==> src/rtl/uart_pkg.sv <==
// Shared types for the UART echo buffer: transmit FSM states and pop-transform modes.
package uart_pkg;

  typedef enum logic [1:0] {
    ST_IDLE      = 2'd0,
    ST_ISSUE     = 2'd1,
    ST_WAIT_BUSY = 2'd2,
    ST_WAIT_IDLE = 2'd3
  } state_t;

  localparam int XFORM_PASS   = 0;
  localparam int XFORM_INVERT = 1;
  localparam int XFORM_UPPER  = 2;

endpackage

==> src/rtl/sync_fifo.sv <==
// Single-clock FIFO with a registered occupancy count; the head entry is read combinationally.
module sync_fifo #(
  parameter int DATA_W = 8,
  parameter int DEPTH  = 16
) (
  input  logic                     clk,
  input  logic                     resetn,
  input  logic                     push,
  input  logic                     pop,
  input  logic [DATA_W-1:0]        wdata,
  output logic [DATA_W-1:0]        rdata,
  output logic                     full,
  output logic                     empty,
  output logic [$clog2(DEPTH):0]   level
);

  localparam int AW = $clog2(DEPTH);

  logic [DATA_W-1:0] r_mem [DEPTH];
  logic [AW-1:0]     r_wptr;
  logic [AW-1:0]     r_rptr;
  logic [AW:0]       r_level;
  logic              w_pop;
  logic              w_push;

  assign full  = (r_level == (AW+1)'(DEPTH));
  assign empty = (r_level == '0);
  assign level = r_level;
  assign rdata = r_mem[r_rptr];

  // A pop in the same cycle frees a slot, so a full FIFO still accepts the push.
  assign w_pop  = pop & ~empty;
  assign w_push = push & (~full | w_pop);

  always_ff @(posedge clk) begin
    if (!resetn) begin
      r_wptr  <= '0;
      r_rptr  <= '0;
      r_level <= '0;
    end else begin
      if (w_push) r_wptr <= r_wptr + 1'b1;
      if (w_pop)  r_rptr <= r_rptr + 1'b1;
      case ({w_push, w_pop})
        2'b10:   r_level <= r_level + 1'b1;
        2'b01:   r_level <= r_level - 1'b1;
        default: r_level <= r_level;
      endcase
    end
  end

  always_ff @(posedge clk) begin
    if (w_push) r_mem[r_wptr] <= wdata;
  end

endmodule

==> src/rtl/uart_echo_buffer.sv <==
// Buffers received UART characters and feeds them, optionally transformed, to a transmitter.
module uart_echo_buffer
  import uart_pkg::*;
#(
  parameter int DATA_W = 8,
  parameter int DEPTH  = 16,
  parameter int XFORM  = 0
) (
  input  logic                     clk,
  input  logic                     resetn,
  input  logic                     rx_ready,
  input  logic [DATA_W-1:0]        rx_data,
  input  logic                     hold,
  input  logic                     tx_busy,
  output logic                     tx_write,
  output logic [DATA_W-1:0]        tx_data,
  output logic [DATA_W-1:0]        last_data,
  output logic [$clog2(DEPTH):0]   level,
  output logic                     overflow,
  output state_t                   dbg_state
);

  state_t            r_state;
  state_t            w_next_state;
  logic              w_pop;
  logic              w_push_ok;
  logic              w_drop;
  logic              w_full;
  logic              w_empty;
  logic [DATA_W-1:0] w_head;
  logic [DATA_W-1:0] r_tx_data;
  logic [DATA_W-1:0] r_last_data;
  logic              r_overflow;

  function automatic logic [DATA_W-1:0] f_xform(input logic [DATA_W-1:0] d);
    f_xform = d;
    if (XFORM == XFORM_INVERT) begin
      f_xform = ~d;
    end else if (XFORM == XFORM_UPPER) begin
      if (d >= DATA_W'(8'h61) && d <= DATA_W'(8'h7a)) f_xform = d - DATA_W'(8'h20);
    end
  endfunction

  sync_fifo #(.DATA_W(DATA_W), .DEPTH(DEPTH)) u_fifo (
    .clk    (clk),
    .resetn (resetn),
    .push   (rx_ready),
    .pop    (w_pop),
    .wdata  (rx_data),
    .rdata  (w_head),
    .full   (w_full),
    .empty  (w_empty),
    .level  (level)
  );

  // Handshakes: rx_ready is a single-cycle strobe with no backpressure (a full FIFO
  // drops the character); tx_write is a single-cycle strobe, after which the
  // transmitter must raise tx_busy and later drop it before the next character.
  assign w_push_ok = rx_ready & (~w_full | w_pop);
  assign w_drop    = rx_ready & w_full & ~w_pop;

  always_comb begin
    w_next_state = r_state;
    w_pop        = 1'b0;
    case (r_state)
      ST_IDLE: begin
        if (!w_empty && !hold && !tx_busy) begin
          w_pop        = 1'b1;
          w_next_state = ST_ISSUE;
        end
      end
      ST_ISSUE:     w_next_state = ST_WAIT_BUSY;
      ST_WAIT_BUSY: if (tx_busy)  w_next_state = ST_WAIT_IDLE;
      ST_WAIT_IDLE: if (!tx_busy) w_next_state = ST_IDLE;
      default:      w_next_state = ST_IDLE;
    endcase
  end

  always_ff @(posedge clk) begin
    if (!resetn) begin
      r_state     <= ST_IDLE;
      r_tx_data   <= '0;
      r_last_data <= '0;
      r_overflow  <= 1'b0;
    end else begin
      r_state <= w_next_state;
      if (w_pop)     r_tx_data   <= f_xform(w_head);
      if (w_push_ok) r_last_data <= rx_data;
      if (w_drop)    r_overflow  <= 1'b1;
    end
  end

  assign tx_write  = (r_state == ST_ISSUE);
  assign tx_data   = r_tx_data;
  assign last_data = r_last_data;
  assign overflow  = r_overflow;
  assign dbg_state = r_state;

endmodule

==> config.mk <==
export PLATFORM = sky130hd
export DESIGN_NAME = uart_echo_buffer
export DESIGN_NICKNAME = d
export VERILOG_FILES = /design/src/rtl/uart_pkg.sv /design/src/rtl/sync_fifo.sv /design/src/rtl/uart_echo_buffer.sv
export SDC_FILE = /design/constraint.sdc
export NUM_CORES = 1
export LEC_CHECK = 0
export ABC_CLOCK_PERIOD_IN_PS = 10950
export CORE_AREA = 2 2 131 107
export CTS_BUF_LIST = sky130_fd_sc_hd__clkbuf_16
export DETAILED_ROUTE_END_ITERATION = 10
export DIE_AREA = 0 0 133 109
export PLACE_DENSITY = 0.79
export SYNTH_ARGS = -nofsm -noshare
export SYNTH_HDL_FRONTEND = slang
export SYNTH_SLANG_ARGS = --single-unit
==> constraint.sdc <==
create_clock -name clk -period 10.95 [get_ports clk]
set_input_delay 3.285 -clock clk [delete_from_list [all_inputs] [get_ports clk]]
set_output_delay 3.285 -clock clk [all_outputs]
set_load 0.02 [all_outputs]
==> summary by stage, run 1 <==
STA
The worst slew margin relative to its limit is 0.275. For the pin with the worst max-slew slack, the measured transition is 1.09 ns. The hold violation total from the final report was 0. Clock skew on the completed layout was measured at 0.0166 ns. Based on the critical path, the design can be clocked at up to 0.154 GHz. The number of failing setup endpoints in the final timing report is 0. The max-slew violation count is 0. The worst path in the final design needs a cycle of ~6.5 ns, including I/O delays and setup. Setup repair after global routing left no endpoint under its margin. After routing, the total negative slack on setup checks comes to 0 ns. Of the available clock period, the critical path in the final layout requires 0.595.

Run
The tool flagged a number of max-cap violations equal to 0.

Synth
By area the synthesized netlist is led by sky130_fd_sc_hd__edfxtp_1, sky130_fd_sc_hd__dfxtp_1, sky130_fd_sc_hd__mux2i_1. The share of the Yosys chip area taken by registers is 0.691. The synthesized instance count is 430. The area share of the largest cell type after synthesis is 0.592. The distinct cell type count after synthesis is 42. The biggest area contributor in the post-synthesis netlist is sky130_fd_sc_hd__edfxtp_1. The total of warnings raised by yosys is 0. A synthesized cell averages 15.1 um^2. The post-synthesis sequential element count is 160. The cell area after synthesis is 0.00649 mm^2. The number of nets handed over by synthesis was 456.

Power
VDD sags by at most 120 uV. Power comes to around 1.5 mW. The power per cell area is 194 mW/mm^2.

Summed over all cells, the static leakage comes to 2.44 nW.

Routing
The total vias in the final route is 3,781. The final routed DRC violation total is 0. In the final routed layout, each cell accounts on average for 20.8 um.

The detailed router's first-iteration violation count is 498. The average vias per placed instance is 5.76. The detail route stage leaves a number of antenna-violating nets equal to 0. Wires add up to approximately 14 mm. The pre-antenna-repair detailed-routing pass consisted of 5 iterations.

Setup path
The kind of cell adding the most delay to the critical path is compound AO/OA/AOI/OAI gates. The arrival time of data at the critical path endpoint is roughly 6.9 ns. The worst setup path is of the in2reg kind. The depth of the critical timing path with buffers and inverters included is 11.

The critical path's slowest cell is sky130_fd_sc_hd__o31a_1. Walking the worst path, the cells encountered are clkdlybuf4s50_1, nor3b_1, o31a_1, inv_1, ha_1, xor2_1, ha_1, a21oi_1, xnor2_1, or3_1, a21oi_1. The worst reg2reg path depth is 12.

The critical path endpoint category is a register. Together, buffers and inverters on the worst path number 2. Data on the critical path is required at its endpoint by 11.28 ns. In this run the worst path has a maximum fanout of 16. The largest single stage delay on the critical path is 0.78 ns.

STA classifies the critical path startpoint as a primary input.

Die
The height of the die is 109 um. The die span in x is between 100 and 150 um. The area of the placeable core is 0.0133 mm^2. The effective utilization at floorplan is 0.489. 38 I/O pins were placed. The area of the die is 0.0145 mm^2. The number of core rows is 38.

Global route
The via count of the first global-routing pass is 3,596. The global-route usage over all layers is 0.197. The initial antenna violation count was 0.

The largest net degree at the start of global routing is 55. After global routing the overflow that remains totals 0. The first global-routing pass estimated 20.7 mm of wire.

Cells and area
Leaving out fill and tap cells, the most frequent cell in the layout is sky130_fd_sc_hd__edfxtp_1. The area growth from synthesis to final layout is 16.5%. In the final layout, the share of cells above drive strength 1 is 0.103.

The repair_antennas step left the layout with diodes totalling 0. The library cells used most frequently in the layout, excluding fill and tap cells, are sky130_fd_sc_hd__edfxtp_1, sky130_fd_sc_hd__mux2i_1, sky130_fd_sc_hd__clkdlybuf4s50_1. The final net count is 489.

Placed design
Port buffering added 37 buffers. The detailed-placement wirelength estimate is around 8.8 mm. At the end of routability-driven placement, the weighted congestion stood at 0.815.

Clock tree
The clock-pin slew of the registers on the worst-case setup and hold paths is about 0.070 ns. The number of hold buffers added after CTS is 0. The number of buffers between clock root and the deepest sink is 2. The total setup buffers inserted after CTS is 0. The insertion delay of the later-clocked pin in the worst-skew pair is 0.42 ns. The clock net in this run drives a total of 160 sinks. TritonCTS built the clock tree. Clock tree synthesis selected as its root buffer the cell sky130_fd_sc_hd__clkbuf_16.

The TritonCTS buffer count is 17. The H-tree depth is 4. Once the clock tree was built, the resizer swapped 0 gates to a different size.

Worst hold path
The instance count along the most critical hold path is 2. The worst hold-check path type is reg2reg.

Outcome
The flow ran to the end, and the final reports show no timing, DRC or antenna violations.
layer usage:
layer / part of all wire / GRT usage / vias up
li1: - / - / 1712
met1: 0.45 / 0.285 / 1900
met2: 0.47 / 0.297 / 156
met3: 0.067 / 0.0423 / 13
met4: 0.013 / 0.0691 / 0
met5: 0 / 0 / -
registers in the layout, summed over array words and instances, names as in the netlist:
register       cells
last_data          8
tx_data            8
overflow           1
u_fifo.r_mem     128
u_fifo.r_wptr      4
dbg_state          2
u_fifo.level       5
u_fifo.r_rptr      4
cells in the mapped netlist (all sizes together):
cell type,count
o311ai,1
nor3,12
nor4b,1
o31a,1
a21o,2
mux2i,57
nand2b,2
or3b,2
a21oi,4
xor2,6
or4,1
edfxtp,128
nor4,1
nand3b,3
mux4,10
nand3,2
a21boi,1
nor3b,1
clkbuf,10
o22ai,23
xnor2,3
a211oi,3
buf,16
a22oi,1
nor2,33
ha,13
nand2,16
a32oi,1
nand4b,1
inv,10
a31oi,10
nor2b,2
or3,2
o211ai,2
or2,1
o21ai,10
o21a,2
dfxtp,32
a311oi,1
and3,3
worst min-delay path: cells and delay by family (launching register included):
kind          cells  cell delay, ns
flops             1            0.33
simple gates      2            0.12
layout make-up:
class / instances / area [um^2]
fillers: 952 / 5700
flip-flops and latches: 160 / 4490
multi-input cells: 234 / 1840
clock buffers: 17 / 425
repair buffers: 40 / 393
well taps: 180 / 225
clock inverters: 15 / 160
inverters: 10 / 37.5
cells by family (layout without fill, tap and decap cells):
| group | after synthesis | in the layout | share of synthesized area |
|---|---|---|---|
| AO/OA/AOI/OAI | 62 | 62 | 0.0619 |
| XOR/XNOR | 9 | 9 | 0.0121 |
| adder cells (fa/ha/maj) | 13 | 13 | 0.0251 |
| buffers and inverters | 36 | 82 | 0.0262 |
| flip-flops | 160 | 160 | 0.691 |
| multiplexers | 67 | 67 | 0.123 |
| AND/OR/NAND/NOR | 83 | 83 | 0.0615 |
stage by stage:
stage / area, um^2 / instances / utilization / setup WS [ns] / hold slack [ns]
6_report: 7560 / 656 / 0.570 / 4.44 / 0.485
5_1_grt: 7560 / 656 / 0.570 / 4.22 / 0.511
4_1_cts: 7560 / 655 / 0.570 / 4.46 / 0.494
3_5_place_dp: 6970 / 623 / 0.526 / 4.04 / 0.474
3_3_place_gp: 6970 / 623 / 0.526 / 4.22 / 0.461
2_1_floorplan: 6490 / 430 / - / 5.19 / 0.528
power by group:
group          switching [mW]  total [mW]  internal (mW)
combinational           0.103       0.183         0.0797
clock                   0.241       0.580          0.339
sequential             0.0261       0.706          0.680
total                   0.370        1.47           1.10
final timing paths:
| check | from | endpoint | slack [ns] |
|---|---|---|---|
| setup / recovery | tx_busy | u_fifo.level[2] | 4.44 |
| hold reg to reg | overflow | overflow | 0.48 |
| hold / removal | overflow | overflow | 0.48 |
| setup reg to reg | dbg_state[0] | u_fifo.level[2] | 7.10 |
No activity file was read; power rests on OpenSTA's default activity.
==> run 2, diff against run 1 <==
ABC_CLOCK_PERIOD_IN_PS = 6600   (was 10950)
clock period = 6.6 ns   (was 10.95 ns; I/O delays follow)
==> run 2 against run 1 <==
  * First-iteration DRC count fell by 2.8%
  * Core utilization up 0.15 points
  * Sequential power is 66% higher
  * Via count down 0.42%
  * Register-to-register slack worse by 4.2 ns
  * Combinational power grew 73%
  * Die area is the same
  * Cell area up 0.26%
  * Wire length increased by 2.9%
  * Largest power group unchanged
  * Highest routed layer unchanged
==> summary by stage, run 2 (synthesized netlist as in run 1, its figures left out) <==
Cells and area
The layout filler cell count is 960. The leading cell type in the layout, fill and taps excluded is sky130_fd_sc_hd__edfxtp_1. The flip-flop count of the largest register, all copies and words added is 128. The area growth from synthesis to final layout is 16.8%. The area of combinational cells with multiple inputs is 0.00184 mm^2.

In the final layout, the share of cells above drive strength 1 is 0.109. The number of diodes is 0. The cell area after layout is 0.00758 mm^2. The final net count is 490. Across the whole layout, storage elements account for 0.00449 mm^2. The top cell types in the final layout, fill and taps aside, are sky130_fd_sc_hd__edfxtp_1, sky130_fd_sc_hd__mux2i_1, sky130_fd_sc_hd__clkdlybuf4s50_1. The register name with the most flops is u_fifo.r_mem.

Die
The initialized floorplan defines 38 standard-cell rows. The die is ~110 um tall. In this run the horizontal extent of the chip is about 130 um. The area of the placeable core is approximately 0.013 mm^2.

The effective utilization at floorplan is 0.489. The number of I/O pins is 38. The area of the die is ~0.014 mm^2.

STA
The hold violation total from the final report is 0. The slew at the pin closest to its max-slew limit is 1.28 ns. The max-slew violation count was 0. The post-layout minimum cycle time is 5.00 ns.

The setup total negative slack is 0 ns. The worst slew margin relative to its limit is 0.139. Setup violations remaining at the end of the flow were counted as 0. The period utilization is 0.757. Setup repair after global routing left no endpoint under its margin.

Based on the critical path, the design can be clocked at up to 0.200 GHz. The setup clock skew after layout is 0.0100 ns.

Power
VDD sags by at most 325 uV. For this design the static power due to leakage is 2.45 nW. The sequential cell fraction of total power is 0.470.

Of the total power, the clock network draws 0.402. The internal power contribution is 1.83 mW. Of the total power, the share spent switching nets is 0.261. For this design the total switching power over the nets is ~0.65 mW. Of the total power, combinational logic draws 0.128. The total chip power is 2.48 mW. The power per cell area is 327 mW/mm^2.

Clock tree
The root buffer cell is sky130_fd_sc_hd__clkbuf_16. The TritonCTS buffer count is 17. The number of setup buffers added after CTS is 0.

The number of hold buffers added after CTS is 0. After clock tree synthesis, the clock-pin slew on the worst setup and hold paths is 0.07 ns. TritonCTS built the clock tree. The clock net in this run drives a total of 160 sinks. The clock passes through at most 2 buffers. The insertion delay of the later-clocked pin in the worst-skew pair is 0.44 ns. In this run the number of H-tree levels came out at 4. The number of instances resized during post-cts repair is 0.

Routing
The detailed router's first-iteration violation count is roughly 480. The post-route antenna net violation count is 0. The final routed DRC violation total is 0. Dividing the detail-routed via count by the number of cells gives 5.73. The number of iterations in the first detailed-routing pass is 5. The wire length reported by the detailed router is 14.0 mm. In the final routed layout, each cell accounts on average for 21.4 um.

The total vias in the final route is 3,765.

Setup path
The type of the setup path with the least slack is in2reg. The critical-path maximum fanout is 20. At the worst endpoint, the required time is ~7.0 ns. The critical path endpoint category is a register.

The worst setup path is launched from a primary input. The arrival time of data at the critical path endpoint is between 5 and 6 ns.

Global route
The largest net degree at the start of global routing is 57. The first-pass GRT wire length is 21.2 mm. The via count of the first global-routing pass is 3,724. The initial antenna violation count is 0. In the global route stage, overall resource usage came out at 0.202. After global routing the overflow that remains totals 0.

Placed design
In this run the cell area measured after placement is 0.00699 mm^2. The global placement routability congestion is 0.862. Port buffering added 37 buffers. Once detailed placement completed, the half-perimeter wirelength came to 8.73 mm.

Run
The max capacitance violation total is 0.

Outcome
The flow ran to the end, and the final reports show no timing, DRC or antenna violations.

Worst hold path
The worst hold path belongs to the class reg2reg.
## run 2: cell count changes in the layout (fill, tap and decap cells not counted), sizes merged
cell    previous run  this run
buf                2         4
clkbuf            18        17
clkinv             6         4
inv               16        18
## run 2: worst paths after layout
kind	slack [ns]	to	start	cells past startpoint
setup reg to reg	2.93	u_fifo.level[2]	dbg_state[1]	11
hold / removal	0.50	overflow	overflow	2
hold reg to reg	0.50	overflow	overflow	2
setup / recovery	1.60	u_fifo.level[2]	tx_busy	10
## run 2: power groups by stage
stage	clock network [mW]	registers (mW)	logic, mW
finish	0.996	1.17	0.316
global route	1.04	1.17	0.342
CTS	0.999	1.16	0.316
detailed placement	0	1.18	0.313
global placement	0	1.18	0.302
floorplan	0	1.20	0.183
## run 2: metal layers
| metal | track usage | wire length [um] | vias to the layer above |
|---|---|---|---|
| met1 | 0.268 | 5930 | 1844 |
| li1 | - | - | 1712 |
| met3 | 0.0456 | 1060 | 38 |
| met5 | 0 | 0 | - |
| met4 | 0.108 | 454 | 0 |
| met2 | 0.316 | 6600 | 171 |
## run 2: metrics by stage
step                      hold slack [ns]  worst slack (ns)  instances  utilization
final                               0.498              1.60        657        0.572
after detailed placement            0.485              1.23        625        0.527
after global routing                0.534              1.40        657        0.572
after global placement              0.454              1.44        625        0.527
after floorplan                     0.528              2.14        430            -
after CTS                           0.503              1.64        657        0.572
## run 2: area by class of cell
type                            count  share of cell area
Inverter                           10             0.00495
Timing Repair Buffer               41              0.0528
Clock buffer                       17              0.0561
Multi-Input combinational cell    234               0.242
Sequential cell                   160               0.591
Tap cell                          180              0.0297
Clock inverter                     15              0.0228
## run 2: worst max-delay path, cell delays in order
cell and delay (ns):
sky130_fd_sc_hd__clkdlybuf4s50_1 0.46, sky130_fd_sc_hd__nor3b_1 0.68, sky130_fd_sc_hd__o21a_1 0.66, sky130_fd_sc_hd__ha_1 0.44
sky130_fd_sc_hd__xor2_1 0.11, sky130_fd_sc_hd__ha_1 0.20, sky130_fd_sc_hd__a21oi_1 0.24, sky130_fd_sc_hd__xnor2_1 0.11
sky130_fd_sc_hd__or3_1 0.31, sky130_fd_sc_hd__a21oi_1 0.15
==> run 3, diff against run 2 <==
ABC_CLOCK_PERIOD_IN_PS = 4800   (was 6600)
clock period = 4.8 ns   (was 6.6 ns; I/O delays follow)
==> run 3 against run 2 <==
  * Sequential share of layout area fell by 0.19 points
  * Combinational power rose by 35%
  * Die area did not move
  * Cell area rose by 0.33%
==> summary by stage, run 3 (synthesized netlist as in run 1, its figures left out) <==
Routing
The final routed DRC violation total is 0. The number of iterations in the first detailed-routing pass is 5. The post-route antenna net violation count is 0. The detailed router put a total of 6.04 mm of wire on met1. The wire length on met3 is ~800 um. The met2 layer wire length in the routed design is 6.34 mm. Signal routing reaches up to met4. The first routing iteration left 448 violations. The wire length reported by the detailed router is 13.4 mm. The average vias per placed instance is ~5.6. The routed layout has 3,720 vias.

In the final routed layout, each cell accounts on average for 20.2 um.

Die
The die span in x is 133 um. The number of core rows is 38. The core region is 0.0133 mm^2. 38 I/O pins were placed. The effective utilization at floorplan is 0.489. The height of the die is 109 um. The area of the die is 0.0145 mm^2.

STA
Setup violations remaining at the end of the flow were counted as 0. The slew at the pin closest to its max-slew limit is about 1.3 ns. The period utilization is 0.820. The worst slew margin relative to its limit is 0.150.

The max-slew violation count is 0. Hold timing on the final database bottoms out at a slack of 0.470 ns. The hold violation total from the final report is 0.

On the final layout, the worst clock skew is about 0.013 ns. Setup repair after global routing left no endpoint under its margin. For the final routed database, the setup TNS stands at 0 ns.

The maximum frequency from static timing analysis is 0.254 GHz. The setup slack after layout is 0.865 ns. The post-layout minimum cycle time is 3.94 ns.

Cells and area
Compared with the post-synthesis result, the final layout area differs by 17.2%. After filler insertion, the fill cell instance count of the layout stands at 995. The number of antenna diodes in the final layout is 0. The library cells used most frequently in the layout, excluding fill and tap cells, are sky130_fd_sc_hd__edfxtp_1, sky130_fd_sc_hd__mux2i_1, sky130_fd_sc_hd__clkdlybuf4s50_1. The library cell used most frequently in the layout, excluding fill and tap cells, is sky130_fd_sc_hd__edfxtp_1. Counting flops per register, the top entry is u_fifo.r_mem. The fraction of layout cells with a size suffix above 1 is 0.114. The flip-flop count of the largest register, all copies and words added is 128. After the last flow step, the layout net total stands at 495.

The share of the core filled with cells in the final layout is 0.574. After routing the design area is 0.00761 mm^2.

Setup path
Among all stages on the critical path, the largest delay is contributed by sky130_fd_sc_hd__clkdlybuf4s50_1. Counting buffers and inverters, the worst setup path is 12 cells deep. The cell that appears most often on the critical path is sky130_fd_sc_hd__ha_1. The worst setup path is captured at a register. The critical path contains buffers and inverters numbering 3 combined. The type of the setup path with the least slack is in2reg.

The worst setup path is launched from a primary input. The required time reported for the critical path endpoint is 5.15 ns. In this run the worst path has a maximum fanout of 8. In this design, the largest share of critical-path delay is due to compound AO/OA/AOI/OAI gates. The delay of the slowest cell on the worst path is around 0.46 ns. The critical path goes through clkdlybuf4s50_1, nor3b_1, buf_4, o31a_1, inv_1, ha_1, xor2_1, ha_1, a21oi_1, a32oi_1, a31oi_1, mux2i_1. Data arrives at the worst endpoint at 4.28 ns. The number of cells on the worst reg-to-reg path is 13.

Clock tree
The clock net in this run drives a total of between 150 and 200 sinks. The number of instances resized during post-cts repair is 0. The insertion delay of the later-clocked pin in the worst-skew pair is 0.42 ns.

Post-CTS timing repair inserted 0 buffers for setup. The number of hold buffers added after CTS was 0. The TritonCTS clock tree is built. Clock-pin slew was measured on the worst setup and hold paths at 0.06 ns. The number of buffers between clock root and the deepest sink is 2. The TritonCTS buffer count is 17. The root buffer cell is sky130_fd_sc_hd__clkbuf_16. The clock tree synthesis step divided the H-tree into 4 levels.

Placed design
The detailed-placement wirelength estimate is 8.64 mm. The worst setup slack after placement is 0.495 ns. During placement, the flow inserted port buffers numbering 37. Once placement finished, the instance area stood at 0.00702 mm^2. The global placement routability congestion is 0.845.

Global route
The remaining global-route overflow is 0. In the global route stage, overall resource usage came out at 0.190. The via count of the first global-routing pass came to approximately 3.6k. Entering global routing, the biggest net connects 34 pins. The initial antenna violation count is 0.

The first global-routing pass estimated roughly 20 mm of wire.

Power
The power per cell area is 440 mW/mm^2. Across the VDD grid, the largest voltage drop is ~360 uV. The standby leakage power is 2.47 nW.

Worst hold path
Counting instances, the worst hold path has a depth of 2. The worst hold-check path type is reg2reg.

Run
The max capacitance violation total is 0.

Outcome
The flow ran to the end, and the final reports show no timing, DRC or antenna violations.
## run 3: changes by cell type in the layout (fill, tap and decap cells not counted)
cell,delta
sky130_fd_sc_hd__inv_1,+2
sky130_fd_sc_hd__buf_4,+5
sky130_fd_sc_hd__inv_8,-2
sky130_fd_sc_hd__inv_6,-1
sky130_fd_sc_hd__clkinv_2,-1
sky130_fd_sc_hd__clkinv_4,+1
sky130_fd_sc_hd__clkinvlp_4,+1
## run 3: layer usage
| metal | track usage | up-vias |
|---|---|---|
| met3 | 0.0465 | 16 |
| met5 | 0 | - |
| met1 | 0.262 | 1844 |
| met4 | 0.0637 | 0 |
| li1 | - | 1725 |
| met2 | 0.302 | 135 |
## run 3: power breakdown
part           internal (mW)  switching (mW)  leakage, nW
registers               1.55          0.0580         1.42
logic                  0.188           0.238        0.764
clock network          0.772           0.543        0.289
total                   2.51           0.839         2.47
## run 3: cell type report
cell class	instances	area, um^2	share of cell area
flip-flops and latches	160	4490	0.589
repair buffers	46	438	0.0575
inverters	10	37.5	0.00493
multi-input cells	234	1840	0.242
well taps	180	225	0.0296
clock inverters	15	160	0.0210
clock buffers	17	425	0.0559
## run 3: metrics by stage
step | power [mW] | std cells
after floorplan | 1.90 | 430
after global placement | 2.04 | 630
after detailed placement | 2.06 | 630
after CTS | 3.36 | 662
after global routing | 3.46 | 662
final | 3.35 | 662
## run 3: final timing paths
path	slack (ns)	startpoint	endpoint
max	0.86	tx_busy	u_fifo.level[4]
min reg2reg	0.47	overflow	overflow
max reg2reg	1.67	dbg_state[0]	u_fifo.level[4]
min	0.47	overflow	overflow
## run 3: worst reg2reg max path: stages, from the launching register on
cell and delay [ns]:
sky130_fd_sc_hd__dfxtp_1 0.34, sky130_fd_sc_hd__inv_1 0.13, sky130_fd_sc_hd__ha_1 0.22, sky130_fd_sc_hd__nor3b_1 0.24, sky130_fd_sc_hd__buf_4 0.19, sky130_fd_sc_hd__o31a_1 0.30, sky130_fd_sc_hd__inv_1 0.12, sky130_fd_sc_hd__ha_1 0.32
sky130_fd_sc_hd__xor2_1 0.18, sky130_fd_sc_hd__ha_1 0.20, sky130_fd_sc_hd__a21oi_1 0.25, sky130_fd_sc_hd__a32oi_1 0.15, sky130_fd_sc_hd__a31oi_1 0.22, sky130_fd_sc_hd__mux2i_1 0.21
